$ cat src/rtl/fetch_stage_if.sv
// Signal bundle between the fetch stage and its environment: I-cache request/response,
// redirect/exception controls, decode stall and the registered instruction output.
interface fetch_stage_if #(
    parameter int unsigned ARCH_BITS = 32
);
    logic                 icReq;
    logic [ARCH_BITS-1:0] icAddr;
    logic                 icRespValid;
    logic [ARCH_BITS-1:0] icRespData;
    logic                 redirectValid;
    logic [ARCH_BITS-1:0] redirectPc;
    logic                 exceptValid;
    logic                 stall;
    logic                 outValid;
    logic [ARCH_BITS-1:0] outInst;
    logic [ARCH_BITS-1:0] outPc;

    modport master (
        output icReq,
        output icAddr,
        input  icRespValid,
        input  icRespData,
        input  redirectValid,
        input  redirectPc,
        input  exceptValid,
        input  stall,
        output outValid,
        output outInst,
        output outPc
    );

    modport slave (
        input  icReq,
        input  icAddr,
        output icRespValid,
        output icRespData,
        output redirectValid,
        output redirectPc,
        output exceptValid,
        output stall,
        input  outValid,
        input  outInst,
        input  outPc
    );
endinterface

$ cat src/rtl/fetch_stage.sv
// Instruction fetch stage: one outstanding I-cache request, a registered output to decode
// with a one-entry hold buffer for stalls, and redirect/exception steering of the PC.
module fetch_stage #(
    parameter int unsigned          ARCH_BITS = 32,
    parameter logic [ARCH_BITS-1:0] PC_RST    = 32'h0000_1000,
    parameter logic [ARCH_BITS-1:0] PC_EXCEPT = 32'h0000_2000
) (
    input logic           clk,
    input logic           rst,
    fetch_stage_if.master bus
);

    typedef enum logic [1:0] {
        StFetch,
        StWait,
        StDrain
    } state_e;

    state_e               state_q, state_d;
    logic [ARCH_BITS-1:0] pc_q, pc_d;
    logic                 hold_valid_q, hold_valid_d;
    logic [ARCH_BITS-1:0] hold_inst_q, hold_inst_d;
    logic [ARCH_BITS-1:0] hold_pc_q, hold_pc_d;
    logic                 out_valid_q, out_valid_d;
    logic [ARCH_BITS-1:0] out_inst_q, out_inst_d;
    logic [ARCH_BITS-1:0] out_pc_q, out_pc_d;

    logic                 redirect;
    logic [ARCH_BITS-1:0] redirect_target;
    logic [ARCH_BITS-1:0] pc_inc;
    logic                 issue;

    assign redirect        = bus.redirectValid | bus.exceptValid;
    assign redirect_target = bus.exceptValid ? PC_EXCEPT
                                             : {bus.redirectPc[ARCH_BITS-1:2], 2'b00};
    assign pc_inc          = pc_q + ARCH_BITS'(4);

    // Request is combinational so a latency-k cache sustains one fetch every k+1 cycles;
    // gating with rst keeps the strobe low for the whole reset window.
    assign issue = rst & (state_q == StFetch) & ~hold_valid_q & ~redirect;

    assign bus.icReq    = issue;
    assign bus.icAddr   = issue ? pc_q : '0;
    assign bus.outValid = out_valid_q;
    assign bus.outInst  = out_inst_q;
    assign bus.outPc    = out_pc_q;

    always_comb begin
        state_d      = state_q;
        pc_d         = pc_q;
        hold_valid_d = hold_valid_q;
        hold_inst_d  = hold_inst_q;
        hold_pc_d    = hold_pc_q;
        out_valid_d  = out_valid_q;
        out_inst_d   = out_inst_q;
        out_pc_d     = out_pc_q;

        if (out_valid_q && !bus.stall) begin
            out_valid_d = 1'b0;
        end
        // A held word only exists behind a valid output, so it refills the slot just freed.
        if (hold_valid_q && !bus.stall) begin
            out_valid_d  = 1'b1;
            out_inst_d   = hold_inst_q;
            out_pc_d     = hold_pc_q;
            hold_valid_d = 1'b0;
        end

        case (state_q)
            StFetch: begin
                if (redirect) begin
                    pc_d = redirect_target;
                end else if (!hold_valid_q) begin
                    state_d = StWait;
                end
            end
            StWait: begin
                if (redirect) begin
                    pc_d    = redirect_target;
                    state_d = bus.icRespValid ? StFetch : StDrain;
                end else if (bus.icRespValid) begin
                    if (out_valid_q && bus.stall) begin
                        hold_valid_d = 1'b1;
                        hold_inst_d  = bus.icRespData;
                        hold_pc_d    = pc_q;
                    end else begin
                        out_valid_d = 1'b1;
                        out_inst_d  = bus.icRespData;
                        out_pc_d    = pc_q;
                    end
                    pc_d    = pc_inc;
                    state_d = StFetch;
                end
            end
            StDrain: begin
                // The stale response is still owed by the cache; swallow it before refetching.
                if (redirect) begin
                    pc_d = redirect_target;
                end
                if (bus.icRespValid) begin
                    state_d = StFetch;
                end
            end
            default: begin
                state_d = StFetch;
            end
        endcase

        if (redirect) begin
            out_valid_d  = 1'b0;
            hold_valid_d = 1'b0;
        end
    end

    always_ff @(posedge clk or negedge rst) begin
        if (!rst) begin
            state_q      <= StFetch;
            pc_q         <= PC_RST;
            hold_valid_q <= 1'b0;
            hold_inst_q  <= '0;
            hold_pc_q    <= '0;
            out_valid_q  <= 1'b0;
            out_inst_q   <= '0;
            out_pc_q     <= '0;
        end else begin
            state_q      <= state_d;
            pc_q         <= pc_d;
            hold_valid_q <= hold_valid_d;
            hold_inst_q  <= hold_inst_d;
            hold_pc_q    <= hold_pc_d;
            out_valid_q  <= out_valid_d;
            out_inst_q   <= out_inst_d;
            out_pc_q     <= out_pc_d;
        end
    end

endmodule

$ cat src/flat_wrapper.sv
// flat-port wrapper written by rule: the top's interface ports become plain ports
module fetch_stage_flat 
#(
    parameter int unsigned          ARCH_BITS = 32,
    parameter logic [ARCH_BITS-1:0] PC_RST    = 32'h0000_1000,
    parameter logic [ARCH_BITS-1:0] PC_EXCEPT = 32'h0000_2000
)
  (clk, rst, bus_icReq, bus_icAddr, bus_icRespValid, bus_icRespData, bus_redirectValid, bus_redirectPc, bus_exceptValid, bus_stall, bus_outValid, bus_outInst, bus_outPc);
  fetch_stage_if #(.ARCH_BITS(ARCH_BITS)) bus_i ();
  input logic clk;
  input logic rst;
  output wire logic [$bits(bus_i.icReq)-1:0] bus_icReq;
  output wire logic [$bits(bus_i.icAddr)-1:0] bus_icAddr;
  input wire logic [$bits(bus_i.icRespValid)-1:0] bus_icRespValid;
  input wire logic [$bits(bus_i.icRespData)-1:0] bus_icRespData;
  input wire logic [$bits(bus_i.redirectValid)-1:0] bus_redirectValid;
  input wire logic [$bits(bus_i.redirectPc)-1:0] bus_redirectPc;
  input wire logic [$bits(bus_i.exceptValid)-1:0] bus_exceptValid;
  input wire logic [$bits(bus_i.stall)-1:0] bus_stall;
  output wire logic [$bits(bus_i.outValid)-1:0] bus_outValid;
  output wire logic [$bits(bus_i.outInst)-1:0] bus_outInst;
  output wire logic [$bits(bus_i.outPc)-1:0] bus_outPc;
  assign bus_icReq = bus_i.icReq;
  assign bus_icAddr = bus_i.icAddr;
  assign bus_i.icRespValid = bus_icRespValid;
  assign bus_i.icRespData = bus_icRespData;
  assign bus_i.redirectValid = bus_redirectValid;
  assign bus_i.redirectPc = bus_redirectPc;
  assign bus_i.exceptValid = bus_exceptValid;
  assign bus_i.stall = bus_stall;
  assign bus_outValid = bus_i.outValid;
  assign bus_outInst = bus_i.outInst;
  assign bus_outPc = bus_i.outPc;
  fetch_stage #(.ARCH_BITS(ARCH_BITS), .PC_RST(PC_RST), .PC_EXCEPT(PC_EXCEPT)) u_core (.clk(clk), .rst(rst), .bus(bus_i));
endmodule
$ cat config.mk
export PLATFORM = sky130hd
export DESIGN_NAME = fetch_stage_flat
export DESIGN_NICKNAME = d
export VERILOG_FILES = /design/src/rtl/fetch_stage_if.sv /design/src/rtl/fetch_stage.sv /design/src/flat_wrapper.sv
export SDC_FILE = /design/constraint.sdc
export NUM_CORES = 1
export LEC_CHECK = 0
export BUFFER_PORTS_ARGS = -buffer_cell sky130_fd_sc_hd__buf_2
export CAP_MARGIN = 5
export CORE_MARGIN = 8
export CORE_UTILIZATION = 55
export DETAILED_ROUTE_END_ITERATION = 16
export PLACE_DENSITY = 0.83
export SLEW_MARGIN = 25
export SYNTH_ARGS = -nofsm -noshare
export SYNTH_HDL_FRONTEND = slang
export SYNTH_SLANG_ARGS = --single-unit
$ cat constraint.sdc
create_clock -name clk -period 2.61 [get_ports clk]
set_input_delay 0.261 -clock clk [delete_from_list [all_inputs] [get_ports clk]]
set_output_delay 0.261 -clock clk [all_outputs]
set_load 0.02 [all_outputs]
Word level (Yosys, flattened, before mapping)
Index checks and enable logic that the tools add are counted.
{"block": "classes", "muxes": 33, "eq_ne": 6, "add_sub_neg": 1, "n_reduce_logical": 10, "bitwise": 6}
{"cell": "32-bit two-way mux", "n": 15}
{"cell": "32-bit one-hot mux with 2 select lines", "n": 1}
{"cell": "32-bit by 3-bit adder with 32-bit output, second input constant", "n": 1}
{"cell": "1-bit two-way mux", "n": 11}
{"cell": "2-bit two-way mux", "n": 5}
{"cell": "2-bit one-hot mux with 3 select lines", "n": 1}
{"cell": "2-bit inequality test, second input constant", "n": 2}
{"cell": "4-bit AND reduction", "n": 1}
{"cell": "1-bit AND", "n": 3}
{"cell": "1-bit logical AND", "n": 3}
{"cell": "3-bit by 2-bit inequality test with 1-bit output, second input constant", "n": 1}
{"cell": "3-bit AND reduction", "n": 1}
{"cell": "2-bit by 1-bit equality test with 1-bit output, second input constant", "n": 1}
{"cell": "2-bit equality test, second input constant", "n": 1}
{"cell": "2-bit zero test", "n": 1}
{"cell": "2-bit by 1-bit inequality test with 1-bit output, second input constant", "n": 1}
{"cell": "1-bit inverter", "n": 2}
{"cell": "2-bit AND reduction", "n": 1}
{"cell": "2-bit nonzero test", "n": 1}
{"cell": "2-bit OR reduction", "n": 1}
{"cell": "1-bit zero test", "n": 1}
{"cell": "1-bit OR", "n": 1}
{"block": "word_totals", "register_bits": 164, "in_bits": 70, "output_inout_bits": 98, "elab_cells": 64}

Longest topological paths before layout
Gate-level depths: netlist of run 1.
{"block": "depth", "depth_word": 8, "ltp_mapped": 8}

Worst setup path after synthesis of run 1
Ideal clock, no wire load.
{"block": "synth_path", "path_type": "input port to output port", "start": "input bus_redirectValid", "end": "output bus_icAddr[21]", "path_stages": 6, "setup_slack_ps": 700, "path_buffers": 3, "required_ps": 2349, "arrival_time_ps": 1649, "path_cell_list": "clkbuf_1 > or2_2 > buf_2 > nor3_4 > buf_2 > and2_1"}
{"block": "synth_via", "elab_chain_cells": 4}
{"element": "start, declared", "line_no": "flat_wrapper.sv:16", "rtl": "input wire logic [$bits(bus_i.redirectValid)-1:0] bus_redirectValid;"}
{"element": "1-bit OR", "line_no": "fetch_stage.sv:33", "rtl": "assign redirect = bus.redirectValid | bus.exceptValid;"}
{"element": "1-bit inverter (no source line)"}
{"element": "1-bit AND", "line_no": "fetch_stage.sv:40", "rtl": "assign issue = rst & (state_q == StFetch) & ~hold_valid_q & ~redirect;"}
{"element": "net bus_icReq", "line_no": "flat_wrapper.sv:12", "rtl": "output wire logic [$bits(bus_i.icReq)-1:0] bus_icReq;"}
{"element": "32-bit two-way mux", "line_no": "fetch_stage.sv:43", "rtl": "assign bus.icAddr = issue ? pc_q : '0;"}
{"element": "end, declared", "line_no": "flat_wrapper.sv:13", "rtl": "output wire logic [$bits(bus_i.icAddr)-1:0] bus_icAddr;"}
The timed path passes the listed nets, and every way through them passes these cells.

Worst setup path after layout of run 1
{"block": "layout_path", "start": "register u_core.state_q[0]", "end": "output bus_icAddr[24]"}
{"block": "layout_via", "elab_chain_cells": 5}
{"element": "start, declared", "line_no": "fetch_stage.sv:19", "rtl": "state_e state_q, state_d;"}
{"element": "start signal, assigned", "line_no": "fetch_stage.sv:117", "rtl": "state_q <= StFetch;"}
{"element": "start signal, assigned", "line_no": "fetch_stage.sv:126", "rtl": "state_q <= state_d;"}
{"element": "2-bit zero test", "line_no": "fetch_stage.sv:40"}
{"element": "1-bit AND (3 in a row)", "line_no": "fetch_stage.sv:40"}
{"element": "32-bit two-way mux", "line_no": "fetch_stage.sv:43"}
Every way passes these cells.

==> metrics.md, run 1 <==
| Metric | Value |
|---|---|
| Main synth FF type | `dfrtp_1` |
| Crit path time final | `2.494 ns` |
| Status | `completed` |
| Fmax | `0.4010 GHz` |
| TritonCTS buffer count | `17` |
| Crit path kind | `reg2out` |
| Row count | `43` |
| Sw frac | `0.3110` |
| Initial Util | `0.5643` |
| Resize count post-CTS | `0` |
| Crit start category | `flop` |
| Root Buffer | `clkbuf_16` |
| DR iter-0 viols | `424` |
| WL/cell | `roughly 18 um` |
| Flop-to-flop setup slack | `around 0.32 ns` |
| Fin area | `0.009309 mm^2` |
| N_diodes | `0` |
| Yosys synthesis warning count | `0` |
| Leading cell type in the layout, fill and taps excluded | `buf_2` |
| HP Start | `bus_icRespValid` |
| R2R depth | `6` |
| # setup viols final | `0` |
| RePlAce Congestion | `0.9151` |
| Total track usage | `0.2147` |
| Clock-pin slew on the worst setup and hold paths | `approximately 0.060 ns` |
| Combinational fraction of design power | `0.207` |
| Via Count | `6302` |
| Power share of the sequential group | `0.456` |
| Vias in the first global route | `6157` |
| Minimum hold slack | `0.03802 ns` |
| Seq/Total Area, Yosys | `0.5113` |
| Die Area | `0.01832 mm^2` |
| Unique masters post-synth | `67` |
| Die Ht | `135.3 um` |
| Final period utilization | `0.9556` |
| Largest net degree at the start of global routing | `63` |
| Layout cell share with drive strength beyond 1 | `0.3281` |
| Nets | `951` |
| Dpl cell area | `0.008746 mm^2` |
| Hold violation count in the final report | `0` |
| Total grt overflow | `0` |
| Clk sinks | `160` |
| Worst-path maximum fanout | `11` |
| Reg2Reg Launch Point | `u_core.pc_q[3]$_DFFE_PN0P_` |
| Area of the multi-input gates | `0.003482 mm^2` |
| Post-synth EDFFs | `0` |
| Worst hold path depth | `2` |
| Core Footprint | `0.01388 mm^2` |
| Commonest non-fill, non-tap cells in the layout | `buf_2, dfrtp_1, nor2_1` |
| Hold buffer count at CTS | `1` |
| Switching power | `2.134 mW` |
| Aggregate routed wire length | `19470 um` |
| Worst slack at placement | `approximately 0.36 ns` |
| Input/output buffers | `163` |
| Chip width | `135.3 um` |
| Cells after Synth | `around 740` |
| Hold WC Path Type | `in2reg` |
| Slew HR | `0.4829` |
| Peak VDD IR | `0.4812 mV` |
| Fillcell total | `1112` |
| Top-Level Pins | `168` |
| Syn_area_per_cell | `10.63 um^2` |
| Skew final | `approximately 0.0072 ns` |
| Max Buffers Root-to-Sink | `2` |
| Worst-Margin Slew | `slightly below 0.8 ns` |
| Max Transition Viols Final | `0` |
| Maxcap violations | `0` |
| Clock power frac | `0.338` |
| Initial antenna violation count | `0` |
| Post-CTS Setup Bufs | `0` |
| P per Cell Area | `about 740 mW/mm^2` |
| Antenna Violating Nets Remaining | `0` |
| H-tree depth | `4` |
| Clock tree from TritonCTS | `done` |
| Pre-antenna DRT Iters | `5` |
| Power Total | `6.863 mW` |
| Register Area | `0.004005 mm^2` |
| Area growth syn-to-layout | `18.85%` |
| Skew-Pair Late Insertion Delay | `0.42 ns` |
| Critical path endpoint category | `primary output` |
| Reg2Reg Capture Point | `u_core.pc_q[26]$_DFFE_PN0P_` |
| Worst EP arrival | `2.23 ns` |
| Yosys reg bits | `160` |
| LEAKAGE | `4.931 nW` |
| DR vias/cell | `5.873` |
| First-pass GRT wire length | `approximately 32000 um` |
| FFs w/ async S/R, synth | `1.000` |
| TNS Setup | `0 ns` |
| Critical Path RT | `2.35 ns` |
| Post-route setup slack | `0.1159 ns` |
| HPWL Detailed | `13900 um` |
| RSZ-0062 raised after global routing | `no` |
| Internal Power | `4.729 mW` |
| Hold EP | `u_core.state_q[1]$_DFFE_PN0P_` |
| Post-synthesis cell area | `between 0.007 and 0.008 mm^2` |
| Number of remaining DRC errors | `0` |
==> critical path, stage by stage (launching register included) <==
cell and delay (ns):
dfrtp_1 0.53, nor2_1 0.17, nand2_1 0.17, nor3_4 0.37, buf_4 0.23, and2_1 0.17, buf_2 0.17
==> metrics by stage <==
stage,utilization,cells
global route,0.6706,1073
floorplan,-,738
global placement,0.6301,1040
detailed placement,0.6301,1040
CTS,0.6706,1073
finish,0.6706,1073
==> worst max path at each step <==
stage | slack (ns) | from | endpoint | depth (start not counted)
after floorplan | 0.70 | bus_redirectValid | bus_icAddr[21] | 6
after global placement | 0.40 | u_core.pc_q[3]$_DFFE_PN0P_ | u_core.pc_q[26]$_DFFE_PN0P_ | 6
after detailed placement | 0.36 | u_core.pc_q[3]$_DFFE_PN0P_ | u_core.pc_q[28]$_DFFE_PN0P_ | 6
after CTS | 0.08 | u_core.state_q[0]$_DFFE_PN0P_ | bus_icAddr[24] | 6
after global routing | 0.04 | u_core.pc_q[3]$_DFFE_PN0P_ | u_core.pc_q[26]$_DFFE_PN0P_ | 6
final | 0.12 | u_core.state_q[0]$_DFFE_PN0P_ | bus_icAddr[24] | 6
==> power by group through the flow <==
stage / Combinational, mW / Sequential, mW / Clock [mW]
floorplan: 0.553 / 3.44 / 0
finish: 1.42 / 3.13 / 2.32
detailed placement: 1.43 / 3.17 / 0
global route: 1.53 / 3.18 / 2.46
CTS: 1.44 / 3.13 / 2.36
global placement: 1.40 / 3.15 / 0
==> cell usage after synthesis, types with 5 or more instances <==
cell | instances | area (um^2)
nand4_1 | 12 | 75.07
nor3_1 | 8 | 40.04
dfrtp_1 | 159 | 3979
buf_4 | 12 | 90.09
mux2i_1 | 63 | 630.6
a21oi_1 | 85 | 425.4
nand3_1 | 18 | 90.09
nand2_1 | 29 | 108.9
nor2_1 | 90 | 337.8
clkbuf_1 | 23 | 86.33
o21ai_0 | 31 | 155.2
buf_2 | 13 | 65.06
and2_1 | 29 | 181.4
inv_1 | 5 | 18.77
nor4_1 | 6 | 37.54
o311ai_0 | 5 | 43.79
and3_1 | 7 | 43.79
mux2_2 | 62 | 698.2
==> area by class of cell <==
class | count | area share
Multi-Input combinational cell | 513 | 0.3741
Clock inverter | 9 | 0.009140
Timing Repair Buffer | 183 | 0.1101
Sequential cell | 160 | 0.4302
Clock buffer | 23 | 0.05027
Inverter | 5 | 0.002016
Tap cell | 180 | 0.02419
==> cell families after synthesis <==
family	share of synthesized area
other	0.0004788
and+or+nand+nor	0.1534
DFF	0.5113
AOI/OAI and AO/OA	0.1171
muxes	0.1696
adders and majority gates	0.001597
buffers and inverters	0.04648
==> per-layer routing <==
metal | vias up | share of wire | GRT usage
met5 | - | 0 | 0
met4 | 0 | 0.016 | 0.06786
met3 | 35 | 0.076 | 0.05007
met2 | 297 | 0.46 | 0.3265
met1 | 3052 | 0.45 | 0.2982
li1 | 2918 | - | -
==> state kept, by name, summed over array words and instances (netlist names) <==
| register | count |
|---|---|
| u_core.state_q | 2 |
| u_core.hold_valid_q | 1 |
| u_core.pc_q | 30 |
| u_core.hold_pc_q | 30 |
| u_core.bus.outValid | 1 |
| u_core.hold_inst_q | 32 |
| u_core.bus.outInst | 32 |
| u_core.bus.outPc | 32 |
No activity file was read; power rests on OpenSTA's default activity.
==> run 2, diff against run 1 <==
- REMOVE_ABC_BUFFERS: not set -> 1
==> run 2 against run 1 <==
Against the previous run: non-clock buffer count is 2 lower; sequential share of layout area is 0.26 points lower; via count is 0.90% lower; first-iteration DRC count is 29% higher; clock skew is 0.0019 ns higher; critical path depth stayed put; largest cell class unchanged.
==> metrics.md, run 2 (synthesized netlist as in run 1, its figures left out) <==
| Metric | Value |
|---|---|
| Status | `completed (unchanged)` |
| Clock-pin slew on the worst setup and hold paths | `0.06 ns (about the same)` |
| Slew HR | `0.5399 (was 0.4829)` |
| Row count | `43 (unchanged)` |
| Crit path kind | `reg2out (unchanged)` |
| Largest net degree at the start of global routing | `122 (was 63)` |
| WL/cell | `18.42 um (was 18.15 um)` |
| Placed Cells | `1038 (was 1040)` |
| H-tree depth | `4 (unchanged)` |
| Critical Path RT | `2.35 ns (about the same)` |
| Power share of the sequential group | `0.441 (was 0.456)` |
| DR vias/cell | `5.831 (was 5.873)` |
| CP Cell Sequence | `nor2_1 -> nand2_1 -> nor3_4 -> buf_4 -> and2_1 -> buf_2 (unchanged)` |
| Total grt overflow | `0 (unchanged)` |
| Power Total | `7.032 mW (was 6.863 mW)` |
| Area of the multi-input gates | `0.003482 mm^2 (unchanged)` |
| Max Buffers Root-to-Sink | `2 (unchanged)` |
| CP max stage cell | `dfrtp_1 (unchanged)` |
| Combinational fraction of design power | `0.203 (was 0.207)` |
| Minimum hold slack | `0.01045 ns (was 0.03802 ns)` |
| Pre-antenna DRT Iters | `7 (was 5)` |
| Root Buffer | `clkbuf_16 (unchanged)` |
| Nets | `949 (was 951)` |
| LEAKAGE | `4.965 nW (was 4.931 nW)` |
| Hold WC Path Type | `in2reg (unchanged)` |
| Via Count | `6245 (was 6302)` |
| Max Transition Viols Final | `0 (unchanged)` |
| Peak VDD IR | `0.4390 mV (was 0.4812 mV)` |
| Critical path endpoint category | `primary output (unchanged)` |
| Area growth syn-to-layout | `19.58% (was 18.85%)` |
| Sw frac | `0.3094 (was 0.3110)` |
| Vias in the first global route | `6247 (was 6157)` |
| Clock tree from TritonCTS | `done (unchanged)` |
| R2R depth | `6 (unchanged)` |
| Fin area | `0.009366 mm^2 (was 0.009309 mm^2)` |
| Fmax | `0.4425 GHz (was 0.4010 GHz)` |
| Total track usage | `0.2218 (was 0.2147)` |
| Skew-Pair Late Insertion Delay | `0.44 ns (was 0.42 ns)` |
| Input/output buffers | `163 (unchanged)` |
| Final period utilization | `0.8658 (was 0.9556)` |
| Worst-path maximum fanout | `12 (was 11)` |
| Number of remaining DRC errors | `0 (unchanged)` |
| Worst slack at placement | `0.4255 ns (was 0.3563 ns)` |
| Worst EP arrival | `2.00 ns (was 2.23 ns)` |
| Internal Power | `4.856 mW (was 4.729 mW)` |
| Die Ht | `135.3 um (unchanged)` |
| Crit path time final | `2.260 ns (was 2.494 ns)` |
| Switching power | `2.176 mW (was 2.134 mW)` |
| TNS Setup | `0 ns (unchanged)` |
| Leading cell type in the layout, fill and taps excluded | `buf_2 (unchanged)` |
| # setup viols final | `0 (unchanged)` |
| DR iter-0 viols | `548 (was 424)` |
| Hold violation count in the final report | `0 (unchanged)` |
| Resize count post-CTS | `0 (unchanged)` |
| RePlAce Congestion | `0.8699 (was 0.9151)` |
| Worst-Margin Slew | `0.6838 ns (was 0.7757 ns)` |
| Commonest non-fill, non-tap cells in the layout | `buf_2, dfrtp_1, nor2_1 (unchanged)` |
| TritonCTS buffer count | `17 (unchanged)` |
| HPWL Detailed | `13800 um (was 13900 um)` |
| Top-Level Pins | `168 (unchanged)` |
| Non-filler cells, final | `1071 (was 1073)` |
| Chip width | `135.3 um (unchanged)` |
| Initial Util | `0.5643 (unchanged)` |
| Aggregate routed wire length | `19720 um (was 19470 um)` |
| P per Cell Area | `750.8 mW/mm^2 (was 737.2 mW/mm^2)` |
| Register Area | `0.004005 mm^2 (unchanged)` |
| Die Area | `0.01832 mm^2 (unchanged)` |
| Clk sinks | `160 (unchanged)` |
| Clock power frac | `0.356 (was 0.338)` |
| Worst hold path depth | `2 (unchanged)` |
| Antenna Violating Nets Remaining | `0 (unchanged)` |
| Final Util | `0.6748 (was 0.6706)` |
| RSZ-0062 raised after global routing | `no (unchanged)` |
| Core Footprint | `0.01388 mm^2 (unchanged)` |
| Crit start category | `flop (unchanged)` |
| Fillcell total | `1054 (was 1112)` |
| Post-route setup slack | `0.3503 ns (was 0.1159 ns)` |
| Initial antenna violation count | `0 (unchanged)` |
| Dpl cell area | `0.008756 mm^2 (was 0.008746 mm^2)` |
| Slowest cell delay on critical path | `0.51 ns (was 0.53 ns)` |
| N_diodes | `0 (unchanged)` |
| Skew final | `0.009128 ns (was 0.007184 ns)` |
| Layout cell share with drive strength beyond 1 | `0.3311 (was 0.3281)` |
| Maxcap violations | `0 (unchanged)` |
| First-pass GRT wire length | `32370 um (was 31770 um)` |
## run 2: final cells by class
type                       instances  share of cell area
tap                              180             0.02404
multi-input combinational        513              0.3718
sequential                       160              0.4276
inverter                           5            0.002004
clock inverter                    12             0.01429
timing repair buffer             181              0.1105
clock buffer                      20             0.04983
## run 2: repair_timing
item                                    4_1_cts  5_1_grt
endpoints found under the setup margin        0        0
hold buffers                                  1        0
hold endpoints to repair                     42        0
setup buffers                                 0        0
## run 2: power by group through the flow
| stage | logic [mW] | clock network [mW] | registers (mW) |
|---|---|---|---|
| floorplan | 0.461 | 0 | 3.48 |
| global placement | 1.40 | 0 | 3.13 |
| detailed placement | 1.44 | 0 | 3.15 |
| CTS | 1.45 | 2.53 | 3.10 |
| global route | 1.55 | 2.65 | 3.16 |
| finish | 1.43 | 2.50 | 3.10 |
## run 2: final timing paths
path,startpoint,endpoint,slack [ns]
worst min register to register,u_core.hold_inst_q[15]$_DFFE_PN0P_,u_core.hold_inst_q[15]$_DFFE_PN0P_,0.50
worst min-delay path,bus_icRespValid,u_core.state_q[1]$_DFFE_PN0P_,0.01
worst max register to register,u_core.pc_q[3]$_DFFE_PN0P_,u_core.pc_q[24]$_DFFE_PN0P_,0.37
min in group asynchronous,rst,u_core.pc_q[26]$_DFFE_PN0P_,0.50
max in group asynchronous,rst,u_core.pc_q[10]$_DFFE_PN0P_,1.59
worst max-delay path,u_core.state_q[0]$_DFFE_PN0P_,bus_icAddr[17],0.35
## run 2: routing by layer
| layer | up-vias | track usage | share of wire |
|---|---|---|---|
| met1 | 3032 | 0.2952 | 0.44 |
| met2 | 275 | 0.3444 | 0.46 |
| li1 | 2913 | - | - |
| met5 | - | 0 | 0 |
| met4 | 0 | 0.07156 | 0.015 |
| met3 | 25 | 0.06083 | 0.084 |
## run 2: worst max-delay path: cells and delay by family (launching register included)
family / cells / cell delay, ns
DFF: 1 / 0.51
buffers and inverters: 2 / 0.39
and+or+nand+nor: 4 / 0.66
==> run 3, diff against run 2 <==
- CTS_BUF_LIST: not set -> sky130_fd_sc_hd__clkbuf_2
==> run 3 against run 2 <==
Against the previous run: fmax down 9.0%; non-clock buffer count up 74; routed wire length up 7.1%; sequential share of layout area down 1.6 points; global-route usage up 1.6 points; hold slack better by 0.15 ns; first-iteration DRC count down 9.5%; register-to-register slack worse by 0.24 ns; critical path depth unchanged.
==> metrics.md, run 3 (synthesized netlist as in run 1, its figures left out) <==
| Metric | Value |
|---|---|
| Critical Path RT | `3.25 ns (was 2.35 ns)` |
| Clk sinks | `160 (unchanged)` |
| Critical path buffer and inverter count | `1 (was 2)` |
| M3 GR Usage | `0.06231 (was 0.06083)` |
| TritonCTS buffer count | `17 (unchanged)` |
| Non-filler cells, final | `1145 (was 1071)` |
| RSZ-0062 raised after global routing | `no (unchanged)` |
| Pre-antenna DRT Iters | `5 (was 7)` |
| Chip width | `135.3 um (unchanged)` |
| Crit path time final | `2.483 ns (was 2.260 ns)` |
| Hold WC Path Type | `in2async (was in2reg)` |
| Peak VDD IR | `0.3227 mV (was 0.4390 mV)` |
| RePlAce Congestion | `0.8699 (unchanged)` |
| Maxcap violations | `0 (unchanged)` |
| Clock tree from TritonCTS | `done (unchanged)` |
| Crit start category | `flop (unchanged)` |
| Number of remaining DRC errors | `0 (unchanged)` |
| Total grt overflow | `0 (unchanged)` |
| Row count | `43 (unchanged)` |
| Nets | `1023 (was 949)` |
| Root Buffer | `clkbuf_2 (was clkbuf_16)` |
| Reg2Reg Launch Point | `u_core.pc_q[5]$_DFFE_PN0P_ (was u_core.pc_q[3]$_DFFE_PN0P_)` |
| Final period utilization | `0.9514 (was 0.8658)` |
| Critical path's top delay family | `simple AND/OR/NAND/NOR gates (unchanged)` |
| Slew HR | `0.5583 (was 0.5399)` |
| N_diodes | `0 (unchanged)` |
| WL/cell | `18.46 um (was 18.42 um)` |
| TNS Setup | `0 ns (unchanged)` |
| Via Count | `6550 (was 6245)` |
| HPWL Detailed | `13800 um (unchanged)` |
| Reg2Reg Capture Point | `u_core.pc_q[21]$_DFFE_PN0P_ (was u_core.pc_q[24]$_DFFE_PN0P_)` |
| Most frequent CP cell | `nand2_1` |
| Skew final | `0.03248 ns (was 0.009128 ns)` |
| Worst slack at placement | `0.4255 ns (unchanged)` |
| Status | `completed (unchanged)` |
| Input/output buffers | `163 (unchanged)` |
| Worst EP arrival | `3.12 ns (was 2.00 ns)` |
| Grt peak-use layer | `met2 (unchanged)` |
| Max Transition Viols Final | `0 (unchanged)` |
| Worst path depth | `6 (unchanged)` |
| Vias in the first global route | `6828 (was 6247)` |
| Critical Path Start | `u_core.pc_q[5]$_DFFE_PN0P_ (was u_core.state_q[0]$_DFFE_PN0P_)` |
| Placed Cells | `1038 (unchanged)` |
| First-pass GRT wire length | `34940 um (was 32370 um)` |
| Core Footprint | `0.01388 mm^2 (unchanged)` |
| LEAKAGE | `5.121 nW (was 4.965 nW)` |
| Worst-Margin Slew | `0.6625 ns (was 0.6838 ns)` |
| P per Cell Area | `611.4 mW/mm^2 (was 750.8 mW/mm^2)` |
| Critical path endpoint category | `flop (was primary output)` |
| Flop-to-flop setup slack | `0.13 ns (was 0.37 ns)` |
| Area growth syn-to-layout | `24.44% (was 19.58%)` |
| CP Cell Sequence | `nand2_1 -> nor4_1 -> nand2_1 -> o221ai_1 -> dlygate4sd3_1 -> a2bb2oi_1 (was nor2_1 -> nand2_1 -> nor3_4 -> buf_4 -> and2_1 -> buf_2)` |
| Fmax | `0.4027 GHz (was 0.4425 GHz)` |
| H-tree depth | `4 (unchanged)` |
| Power Total | `5.960 mW (was 7.032 mW)` |
| Initial Util | `0.5643 (unchanged)` |
| Worst-path maximum fanout | `9 (was 12)` |
| GRT met1 Usage | `0.3041 (was 0.2952)` |
| Die Area | `0.01832 mm^2 (unchanged)` |
| Hold violation count in the final report | `0 (unchanged)` |
| Commonest non-fill, non-tap cells in the layout | `buf_2, dfrtp_1, nor2_1 (unchanged)` |
| Layout cell share with drive strength beyond 1 | `0.3078 (was 0.3311)` |
| R2R depth | `6 (unchanged)` |
| Aggregate routed wire length | `21130 um (was 19720 um)` |
| Initial antenna violation count | `0 (unchanged)` |
| Crit path kind | `reg2reg (was reg2out)` |
| CP max stage cell | `nor4_1 (was dfrtp_1)` |
| Slowest cell delay on critical path | `0.61 ns (was 0.51 ns)` |
| Clock-pin slew on the worst setup and hold paths | `0.24 ns (was 0.06 ns)` |
| Top-Level Pins | `168 (unchanged)` |
| Leading cell type in the layout, fill and taps excluded | `buf_2 (unchanged)` |
| Total track usage | `0.2379 (was 0.2218)` |
| DR vias/cell | `5.721 (was 5.831)` |
| # setup viols final | `0 (unchanged)` |
| Die Ht | `135.3 um (unchanged)` |
| Minimum hold slack | `0.1584 ns (was 0.01045 ns)` |
| Fillcell total | `1010 (was 1054)` |
| Post-route setup slack | `0.1268 ns (was 0.3503 ns)` |
| DR iter-0 viols | `496 (was 548)` |
| Met2 usage | `0.3835 (was 0.3444)` |
| Antenna Violating Nets Remaining | `0 (unchanged)` |
| Max Buffers Root-to-Sink | `2 (unchanged)` |
| Skew-Pair Late Insertion Delay | `0.75 ns (was 0.44 ns)` |
| Largest net degree at the start of global routing | `122 (unchanged)` |
| Critical Path End | `u_core.pc_q[21]$_DFFE_PN0P_ (was bus_icAddr[17])` |
run 3: changes by cell type in the layout (fill, tap and decap cells not counted), sizes merged:
cell         delta
buf             +2
clkbuf          -3
dlygate4sd3    +72
clkinv          +3
run 3: layout make-up:
class,instances,area [um^2],share of cell area
Clock buffer,17,85.08,0.008729
Clock inverter,15,145.1,0.01489
Inverter,5,18.77,0.001926
Multi-Input combinational cell,513,3485,0.3575
Sequential cell,160,4008,0.4112
Tap cell,180,225.2,0.02311
Timing Repair Buffer,255,1780,0.1827
run 3: timing repair:
action	CTS	global route
setup buffers	1	1
setup endpoints to repair	12	27
gates resized for setup	1	5
gates cloned	0	0
pin swaps	0	0
hold buffers	73	0
endpoints found under the hold margin	258	0
run 3: metrics by stage:
step                      utilization  cell area, um^2
final                          0.7022             9747
after detailed placement       0.6308             8756
after global placement         0.6308             8756
after CTS                      0.7006             9726
after global routing           0.7022             9747
after floorplan                     -             7491
run 3: per-layer routing:
metal  wire length, um  vias to the layer above  part of all wire
li1                  -                     3051                 -
met1              9029                     3213              0.43
met2             10210                      252              0.48
met3              1537                       34             0.073
met4               356                        0             0.017
met5                 0                        -                 0
run 3: tightest hold or removal path: stages:
cell,delay (ns)
dlygate4sd3_1,0.54
buf_6,0.14
buf_4,0.44
run 3: worst min path at each step:
stage	slack, ns	to	from	depth (start not counted)
after global routing	0.11	u_core.state_q[1]$_DFFE_PN0P_	rst	3
after CTS	0.10	u_core.bus.outValid$_DFF_PN0_	rst	3
after global placement	0.40	u_core.pc_q[29]$_DFFE_PN0P_	rst	2
final	0.16	u_core.bus.outPc[28]$_DFF_PN0_	rst	3
after floorplan	-0.03	u_core.bus.outInst[0]$_DFF_PN0_	rst	0
after detailed placement	0.40	u_core.bus.outPc[31]$_DFF_PN0_	rst	2
run 3: report_power, final:
| group | total (mW) | internal (mW) | switching, mW |
|---|---|---|---|
| logic | 1.53 | 0.611 | 0.924 |
| registers | 3.10 | 2.83 | 0.277 |
| clock network | 1.32 | 0.433 | 0.888 |
| total | 5.96 | 3.87 | 2.09 |
